### src/rtl/lsu_mem_port.sv
// RV32I load/store port: one req/ack memory transaction per accepted request, with lane
// steering, byte enables, load extension and misalign/illegal checks. Optional LSU_TIMEOUT_EN.
module lsu_mem_port #(
  parameter int unsigned TIMEOUT_CYCLES = 16
) (
  input  logic        clk,
  input  logic        rst,
  input  logic        req_valid,
  output logic        req_ready,
  input  logic        req_we,
  input  logic [2:0]  req_funct3,
  input  logic [31:0] req_addr,
  input  logic [31:0] req_wdata,
  output logic        resp_valid,
  output logic [31:0] resp_rdata,
  output logic        resp_misalign,
  output logic        resp_err,
  output logic        mem_req,
  output logic        mem_we,
  output logic [31:0] mem_addr,
  output logic [31:0] mem_wdata,
  output logic [3:0]  mem_be,
  input  logic        mem_ack,
  input  logic [31:0] mem_rdata
);

  localparam logic [1:0] S_IDLE = 2'b00;
  localparam logic [1:0] S_WAIT = 2'b01;
  localparam logic [1:0] S_RESP = 2'b10;

  // A zero limit would make the timeout unreachable.
  if (TIMEOUT_CYCLES == 0) begin : g_bad_timeout
    $error("lsu_mem_port: TIMEOUT_CYCLES must be at least 1");
  end

  logic [1:0]  state_q, state_d;
  logic        mem_req_q, mem_req_d;
  logic        mem_we_q, mem_we_d;
  logic [31:0] mem_addr_q, mem_addr_d;
  logic [31:0] mem_wdata_q, mem_wdata_d;
  logic [3:0]  mem_be_q, mem_be_d;
  logic [1:0]  lane_q, lane_d;
  logic [2:0]  funct3_q, funct3_d;
  logic        resp_valid_q, resp_valid_d;
  logic [31:0] resp_rdata_q, resp_rdata_d;
  logic        resp_misalign_q, resp_misalign_d;
  logic        resp_err_q, resp_err_d;
`ifdef LSU_TIMEOUT_EN
  localparam int unsigned CNT_W = $clog2(TIMEOUT_CYCLES + 1);
  logic [CNT_W-1:0] cnt_q, cnt_d;
`endif

  logic        acc_illegal;
  logic        acc_misalign;
  logic [31:0] st_wdata;
  logic [3:0]  st_be;
  logic [7:0]  ld_byte;
  logic [15:0] ld_half;
  logic [31:0] ld_ext;

  // Request decode: legality, alignment and store lane steering.
  always_comb begin
    acc_illegal  = (req_funct3 == 3'b011) || (req_funct3 == 3'b110) ||
                   (req_funct3 == 3'b111) || (req_we && req_funct3[2]);
    acc_misalign = 1'b0;
    st_wdata     = req_wdata;
    st_be        = 4'b1111;
    case (req_funct3[1:0])
      2'b00: begin
        st_wdata = {4{req_wdata[7:0]}};
        st_be    = 4'b0001 << req_addr[1:0];
      end
      2'b01: begin
        acc_misalign = req_addr[0];
        st_wdata     = {2{req_wdata[15:0]}};
        st_be        = req_addr[1] ? 4'b1100 : 4'b0011;
      end
      default: acc_misalign = (req_addr[1:0] != 2'b00);
    endcase
    if (!req_we) begin
      st_be = 4'b1111;
    end
  end

  // Load lane extraction and extension from the acked word.
  always_comb begin
    ld_byte = mem_rdata[{lane_q, 3'b000} +: 8];
    ld_half = mem_rdata[{lane_q[1], 4'b0000} +: 16];
    case (funct3_q)
      3'b000:  ld_ext = {{24{ld_byte[7]}}, ld_byte};
      3'b001:  ld_ext = {{16{ld_half[15]}}, ld_half};
      3'b100:  ld_ext = {24'd0, ld_byte};
      3'b101:  ld_ext = {16'd0, ld_half};
      default: ld_ext = mem_rdata;
    endcase
  end

  always_comb begin
    state_d         = state_q;
    mem_req_d       = mem_req_q;
    mem_we_d        = mem_we_q;
    mem_addr_d      = mem_addr_q;
    mem_wdata_d     = mem_wdata_q;
    mem_be_d        = mem_be_q;
    lane_d          = lane_q;
    funct3_d        = funct3_q;
    resp_valid_d    = 1'b0;
    resp_rdata_d    = resp_rdata_q;
    resp_misalign_d = resp_misalign_q;
    resp_err_d      = resp_err_q;
`ifdef LSU_TIMEOUT_EN
    cnt_d           = cnt_q;
`endif
    case (state_q)
      S_IDLE: begin
        if (req_valid) begin
          if (acc_illegal || acc_misalign) begin
            state_d         = S_RESP;
            resp_valid_d    = 1'b1;
            resp_rdata_d    = 32'd0;
            resp_err_d      = acc_illegal;
            resp_misalign_d = !acc_illegal;
          end else begin
            state_d     = S_WAIT;
            mem_req_d   = 1'b1;
            mem_we_d    = req_we;
            mem_addr_d  = {req_addr[31:2], 2'b00};
            mem_wdata_d = st_wdata;
            mem_be_d    = st_be;
            lane_d      = req_addr[1:0];
            funct3_d    = req_funct3;
`ifdef LSU_TIMEOUT_EN
            cnt_d       = '0;
`endif
          end
        end
      end
      S_WAIT: begin
        if (mem_ack) begin
          state_d         = S_RESP;
          mem_req_d       = 1'b0;
          mem_we_d        = 1'b0;
          resp_valid_d    = 1'b1;
          resp_rdata_d    = mem_we_q ? 32'd0 : ld_ext;
          resp_err_d      = 1'b0;
          resp_misalign_d = 1'b0;
        end
`ifdef LSU_TIMEOUT_EN
        else if (cnt_q == CNT_W'(TIMEOUT_CYCLES - 1)) begin
          state_d         = S_RESP;
          mem_req_d       = 1'b0;
          mem_we_d        = 1'b0;
          resp_valid_d    = 1'b1;
          resp_rdata_d    = 32'd0;
          resp_err_d      = 1'b1;
          resp_misalign_d = 1'b0;
        end else begin
          cnt_d = cnt_q + CNT_W'(1);
        end
`endif
      end
      S_RESP:  state_d = S_IDLE;
      default: state_d = S_IDLE;
    endcase
  end

  always_ff @(posedge clk) begin
    if (rst) begin
      state_q         <= S_IDLE;
      mem_req_q       <= 1'b0;
      mem_we_q        <= 1'b0;
      mem_addr_q      <= 32'd0;
      mem_wdata_q     <= 32'd0;
      mem_be_q        <= 4'b0000;
      lane_q          <= 2'b00;
      funct3_q        <= 3'b000;
      resp_valid_q    <= 1'b0;
      resp_rdata_q    <= 32'd0;
      resp_misalign_q <= 1'b0;
      resp_err_q      <= 1'b0;
`ifdef LSU_TIMEOUT_EN
      cnt_q           <= '0;
`endif
    end else begin
      state_q         <= state_d;
      mem_req_q       <= mem_req_d;
      mem_we_q        <= mem_we_d;
      mem_addr_q      <= mem_addr_d;
      mem_wdata_q     <= mem_wdata_d;
      mem_be_q        <= mem_be_d;
      lane_q          <= lane_d;
      funct3_q        <= funct3_d;
      resp_valid_q    <= resp_valid_d;
      resp_rdata_q    <= resp_rdata_d;
      resp_misalign_q <= resp_misalign_d;
      resp_err_q      <= resp_err_d;
`ifdef LSU_TIMEOUT_EN
      cnt_q           <= cnt_d;
`endif
    end
  end

  // Ready is combinational so a request is never accepted during reset.
  assign req_ready     = (state_q == S_IDLE) && !rst;
  assign resp_valid    = resp_valid_q;
  assign resp_rdata    = resp_rdata_q;
  assign resp_misalign = resp_misalign_q;
  assign resp_err      = resp_err_q;
  assign mem_req       = mem_req_q;
  assign mem_we        = mem_we_q;
  assign mem_addr      = mem_addr_q;
  assign mem_wdata     = mem_wdata_q;
  assign mem_be        = mem_be_q;

endmodule
### config.mk
export PLATFORM = sky130hd
export DESIGN_NAME = lsu_mem_port
export DESIGN_NICKNAME = d
export VERILOG_FILES = /design/src/rtl/lsu_mem_port.sv
export SDC_FILE = /design/constraint.sdc
export NUM_CORES = 1
export LEC_CHECK = 0
export BUFFER_PORTS_ARGS = -buffer_cell sky130_fd_sc_hd__buf_2
export CAP_MARGIN = 30
export CORE_ASPECT_RATIO = 0.9
export CORE_UTILIZATION = 48
export DETAILED_ROUTE_END_ITERATION = 7
export PLACE_DENSITY = 0.88
export SLEW_MARGIN = 20
export SYNTH_ARGS = -nofsm -noshare
export SYNTH_HDL_FRONTEND = slang
export SYNTH_SLANG_ARGS = --single-unit
### constraint.sdc
create_clock -name clk -period 2.4 [get_ports clk]
set_input_delay 0.12 -clock clk [delete_from_list [all_inputs] [get_ports clk]]
set_output_delay 0.12 -clock clk [all_outputs]
set_load 0.01 [all_outputs]
* Yosys cells after proc, flatten, opt, wreduce, memory -nomap -nowiden
Index checks and enable logic that the tools add are counted.
** Word-level totals
- Register bits after elaboration :: 110
- Bits of input ports :: 104
- Output and inout port bits :: 106
- Logic and storage cells :: 77
** Cells by class
- Equal/unequal tests :: 12
- Reduce and logical (&&, ||, !) cells :: 17
- Bitwise operators :: 1
- Mux-type cells :: 32
- Shift-type cells :: 3
** Operators with widths (number)
- 32-bit 2-to-1 mux :: 4
- 32-bit one-hot mux with 2 select lines :: 2
- 32-bit one-hot mux with 4 select lines :: 1
- 32-bit by 6-bit indexed part select with 16-bit output :: 1
- 32-bit by 6-bit indexed part select with 8-bit output :: 1
- 3-bit == test (second input constant) :: 4
- 1-bit 2-to-1 mux :: 12
- 1-bit one-hot mux with 2 select lines :: 6
- 4-bit 2-to-1 mux :: 2
- 2-bit != test (second input constant) :: 4
- 4-bit one-hot mux with 2 select lines :: 1
- 4-bit AND reduction :: 2
- 2-bit 2-to-1 mux :: 3
- 2-bit by 1-bit == test with 1-bit output (second input constant) :: 2
- 2-bit logical NOT :: 2
- 1-bit logical OR :: 4
- 2-bit one-hot mux with 2 select lines :: 1
- 2-bit nonzero test :: 2
- 1-bit by 2-bit << shifter with 4-bit output (first input constant) :: 1
- 3-bit by 1-bit == test with 1-bit output (second input constant) :: 1
- 3-bit by 2-bit == test with 1-bit output (second input constant) :: 1
- 3-bit logical NOT :: 1
- 3-bit AND reduction :: 1
- 1-bit logical AND :: 2
- other kinds (3) :: 4

* Longest topological paths before layout
- Word-level depth :: 8
- Gate-level depth with buffers :: 7
- Depth with buffers taken out :: 4

* Least setup slack after synthesis
OpenSTA, ideal clock, no wires.
- Kind :: register -> register
- From :: register lane_q[1]
- To :: register resp_rdata_q[14] (netlist: resp_rdata[14])
- Arrival :: 1601 ps
- Path slack :: 681 ps
- Buffers on the path :: 1
- Setup time :: 117 ps
- Data required time :: 2283 ps
- Stages on the path, launching flop included :: 6
- Cells stage by stage :: dfxtp_1 buf_4 mux4_2 a21oi_1 nand2_1 a32o_1
** Between the ends
- Cells in the longest elaborated chain, start to end :: 5
** RTL lines
- from (decl) :: RTL line 42 : logic [1:0] lane_q, lane_d;
- from (signal assigned) :: RTL line 191 : lane_q <= lane_d;
- 32-bit by 6-bit indexed part select with 16-bit output or 32-bit by 6-bit indexed part select with 8-bit output (tied branches) :: RTL line 88, 87
- 32-bit one-hot mux with 4 select lines * :: RTL line 89 : case (funct3_q)
- 32-bit 2-to-1 mux * :: RTL line 144 : resp_rdata_d = mem_we_q ? 32'd0 : ld_ext;
- 32-bit 2-to-1 mux * :: RTL line 139 : if (mem_ack) begin
- 32-bit one-hot mux with 2 select lines * :: RTL line 114 : case (state_q)
- to (signal assigned) :: RTL line 194 : resp_rdata_q <= resp_rdata_d;
- to (decl) :: RTL line 45 : logic [31:0] resp_rdata_q, resp_rdata_d;
Every way passes the cells marked *; elsewhere a longest branch is shown, timed or not. The select of a mux whose other input is x is not followed.
A chain may end at the register's enable or synchronous reset.

* Final worst setup path
- From :: register state_q[1]
- To :: register mem_wdata_q[14] (netlist: mem_wdata[14])
** Between the ends
- Cells in the longest elaborated chain, start to end :: 2
** RTL lines
- from (decl) :: RTL line 36 : logic [1:0] state_q, state_d;
- from (signal assigned) :: RTL line 185 : state_q <= state_d;
- 2-bit logical NOT :: RTL line 114
- 3-bit AND reduction (no source line)
- to (signal assigned) :: RTL line 189 : mem_wdata_q <= mem_wdata_d;
- to (decl) :: RTL line 40 : logic [31:0] mem_wdata_q, mem_wdata_d;
No other way between the ends.

==> flow_metrics.tcl <==
set metrics [dict create \
    status "complete, no violations" \
    postRouteAntennaNets 0 \
    n_fill_cell 782 \
    busiest_layer "met2" \
    rsz0062_at_grt "false" \
    die-area_sq_um 10400 \
    post_cts_resize_count 0 \
    period_share_pct 81.0 \
    swShare_pct 27.8 \
    die_w_um 108 \
    critPathLaunchType "flop" \
    final_common_cell "buf_2" \
    cp_data_arrival_time_ns 2.21 \
    p_leak_nw 2.94 \
    dpl-instance-area_sq_um 5880 \
    io_pins 210 \
    clkSlewWorstSetupHoldPaths_ns 0.11 \
    power.share.combinational_pct 17.5 \
    overflow 0 \
    hold_viol 0 \
    pwr-share-clk_pct 30.7 \
    syn_area_per_cell_sq_um 8.56 \
    syn_inst 562 \
    min_period_ns 1.94 \
    cts_tree "done" \
    wl_per_cell_um 15.7 \
    worstMarginPinSlew_ns 0.884 \
    grt_max_degree 79 \
    drt-initial-drc-count 326 \
    grt.total_usage_pct 27.5 \
    slew_viol_final 0 \
    mostFrequentLayoutCells "buf_2, nand2_1, dfxtp_1, a21oi_1, dlygate4sd3_1" \
    start_util_pct 49.6 \
    area_growth_pct 34.8 \
    rows 34 \
    grt_pass1_vias 4906 \
    use_met1_pct 31.1 \
    gp_congestion 0.923 \
    numPortBuffers 207 \
    ir_worst_vdd_mv 0.353 \
    hold_class "input port to flop" \
    routed_wl_mm 14.4 \
    worst-setup-path-type "flop to flop" \
    htree_levels 3 \
    ys_ff_latch 110 \
    end_kind "flop" \
    fin_nets 890 \
    final_cells 916 \
    grt_use_met2_pct 48.7 \
    maxCapViolCount 0 \
    n_antenna_cell 0 \
    finalSetupTns_ns 0 \
    drive_above_1_share_pct 32.8 \
    hpwl_mm 9.68 \
    grt_util_met3_pct 7.08 \
    intPower_w 0.00272 \
    clock_skew_ns 0.0143 \
    place_inst 861 \
    power_switching_w 0.00105 \
    vias 4974 \
    cts_buffers 9 \
    antenna_found_initial 0 \
    power.density_nw_per_um2 581 \
    drcViolationCount 0 \
    final_area_sq_um 6480 \
    cts_buffer_depth 2 \
    yosys_warnings 0 \
    total_power_w 0.00377 \
    core_area_sq_um 9700 \
    insertion_delay_ns 0.36 \
    setup_violations 0 \
    yosys.cell_types.count 39 \
    viasPerCell 5.43 \
    drt_first_pass_iters 5 \
    cts-root-buf "clkbuf_8" \
    cp_max_fo 64 \
    max_freq_mhz 514 \
    ys_seq_area_share_pct 45.8 \
    slew_headroom_pct 41.1 \
    grt_pass1_wl_mm 22.9 \
    critPathRequiredTime_ns 2.67 \
    seqPwrFrac_pct 51.8 \
    cts_sinks 110 \
    fp.dieH_um 97.0 \
    syn_area_sq_um 4810 \
]
## Yosys cell counts
master	count	area share, %
a211oi_1	12	1.9
a21boi_1	1	0.16
a21oi_1	57	5.9
a221o_1	17	3.5
a221oi_1	1	0.18
a22o_1	1	0.18
a311oi_2	8	2.5
a311oi_4	1	0.55
a32o_1	7	1.5
a32oi_1	1	0.18
and2_1	1	0.13
and3_1	1	0.13
and3b_1	1	0.18
buf_1	3	0.23
buf_2	10	1.0
buf_4	5	0.78
buf_6	6	1.4
clkbuf_1	23	1.8
conb_1	1	0.078
dfxtp_1	110	46
inv_1	3	0.23
mux2_2	9	2.1
mux2i_1	25	5.2
mux4_2	1	0.47
nand2_1	147	11
nand2b_1	19	2.5
nand3_1	2	0.21
nand3b_1	1	0.16
nor2_1	27	2.1
nor2b_1	9	1.2
nor3_1	6	0.62
nor3b_2	1	0.26
nor4_1	1	0.13
nor4_4	1	0.44
nor4b_2	1	0.31
o21ai_0	33	3.4
o21ai_1	7	0.73
o22ai_1	1	0.13
or4_4	1	0.23
## final cells by class
class	instances	area [sq um]	share of cell area [%]
well taps	126	158	2.43
multi-input cells	403	2370	36.5
inverters	3	11.3	0.174
clock buffers	10	138	2.12
clock inverters	5	66.3	1.02
repair buffers	259	1540	23.7
flip-flops and latches	110	2200	34.0
## layer usage
layer / up-vias / part of all wire, %
li1: 2388 / -
met1: 2312 / 39
met2: 247 / 49
met3: 27 / 8.7
met4: 0 / 2.5
met5: - / 0
## cells by family (layout without fill, tap and decap cells)
kind of cell | after synthesis | count (layout) | synth area share, %
simple gates | 219 | 219 | 20.0
compound gates | 147 | 147 | 20.8
flops | 110 | 110 | 45.8
buf+inv | 50 | 277 | 5.49
mux | 35 | 35 | 7.78
other cells | 1 | 2 | 0.0780
## metrics by stage
stage / worst slack (ns) / hold WS, ns / util (%)
3_5_place_dp: 0.426 / 0.364 / 60.6
2_1_floorplan: 0.681 / 0.256 / -
3_3_place_gp: 0.491 / 0.360 / 60.6
6_report: 0.455 / 0.0287 / 66.8
5_1_grt: 0.309 / 0.00604 / 66.8
4_1_cts: 0.454 / 0.00115 / 66.7
## sequential cells by signal, indices dropped and copies added, names as in the netlist
name,count
mem_req,1
mem_be,4
mem_addr,30
resp_rdata,32
resp_err,1
resp_valid,1
state_q,2
resp_misalign,1
funct3_q,3
mem_we,1
lane_q,2
mem_wdata,32
## final timing paths
path	startpoint	endpoint	slack, ns	cells after the start
worst max-delay path	state_q[1]$_SDFFE_PP0P_	mem_wdata[14]$_SDFFE_PP0P_	0.46	5
worst min register to register	resp_rdata[6]$_SDFFE_PP0P_	resp_rdata[6]$_SDFFE_PP0P_	0.44	2
worst max register to register	state_q[1]$_SDFFE_PP0P_	mem_wdata[14]$_SDFFE_PP0P_	0.46	5
worst min-delay path	mem_rdata[24]	resp_rdata[24]$_SDFFE_PP0P_	0.03	2
## critical path, cell delays in order (launching register included)
cell and delay [ns]:
dfxtp_1 0.44, nor3b_2 0.50, a21boi_4 0.30, buf_12 0.28, nor2_1 0.08, a311oi_2 0.24
## repair_timing
action                    4_1_cts  5_1_grt
setup buffers                   0        0
hold buffers                   39        1
hold endpoints to repair       39        1
## power by group through the flow
| stage | Clock (W) | Sequential [W] | Combinational [W] |
|---|---|---|---|
| 2_1_floorplan | 0 | 0.00202 | 0.000329 |
| 3_3_place_gp | 0 | 0.00199 | 0.000578 |
| 3_5_place_dp | 0 | 0.00199 | 0.000599 |
| 4_1_cts | 0.00119 | 0.00195 | 0.000650 |
| 5_1_grt | 0.00126 | 0.00197 | 0.000719 |
| 6_report | 0.00116 | 0.00195 | 0.000659 |
Power figures use the tool's default switching activity.
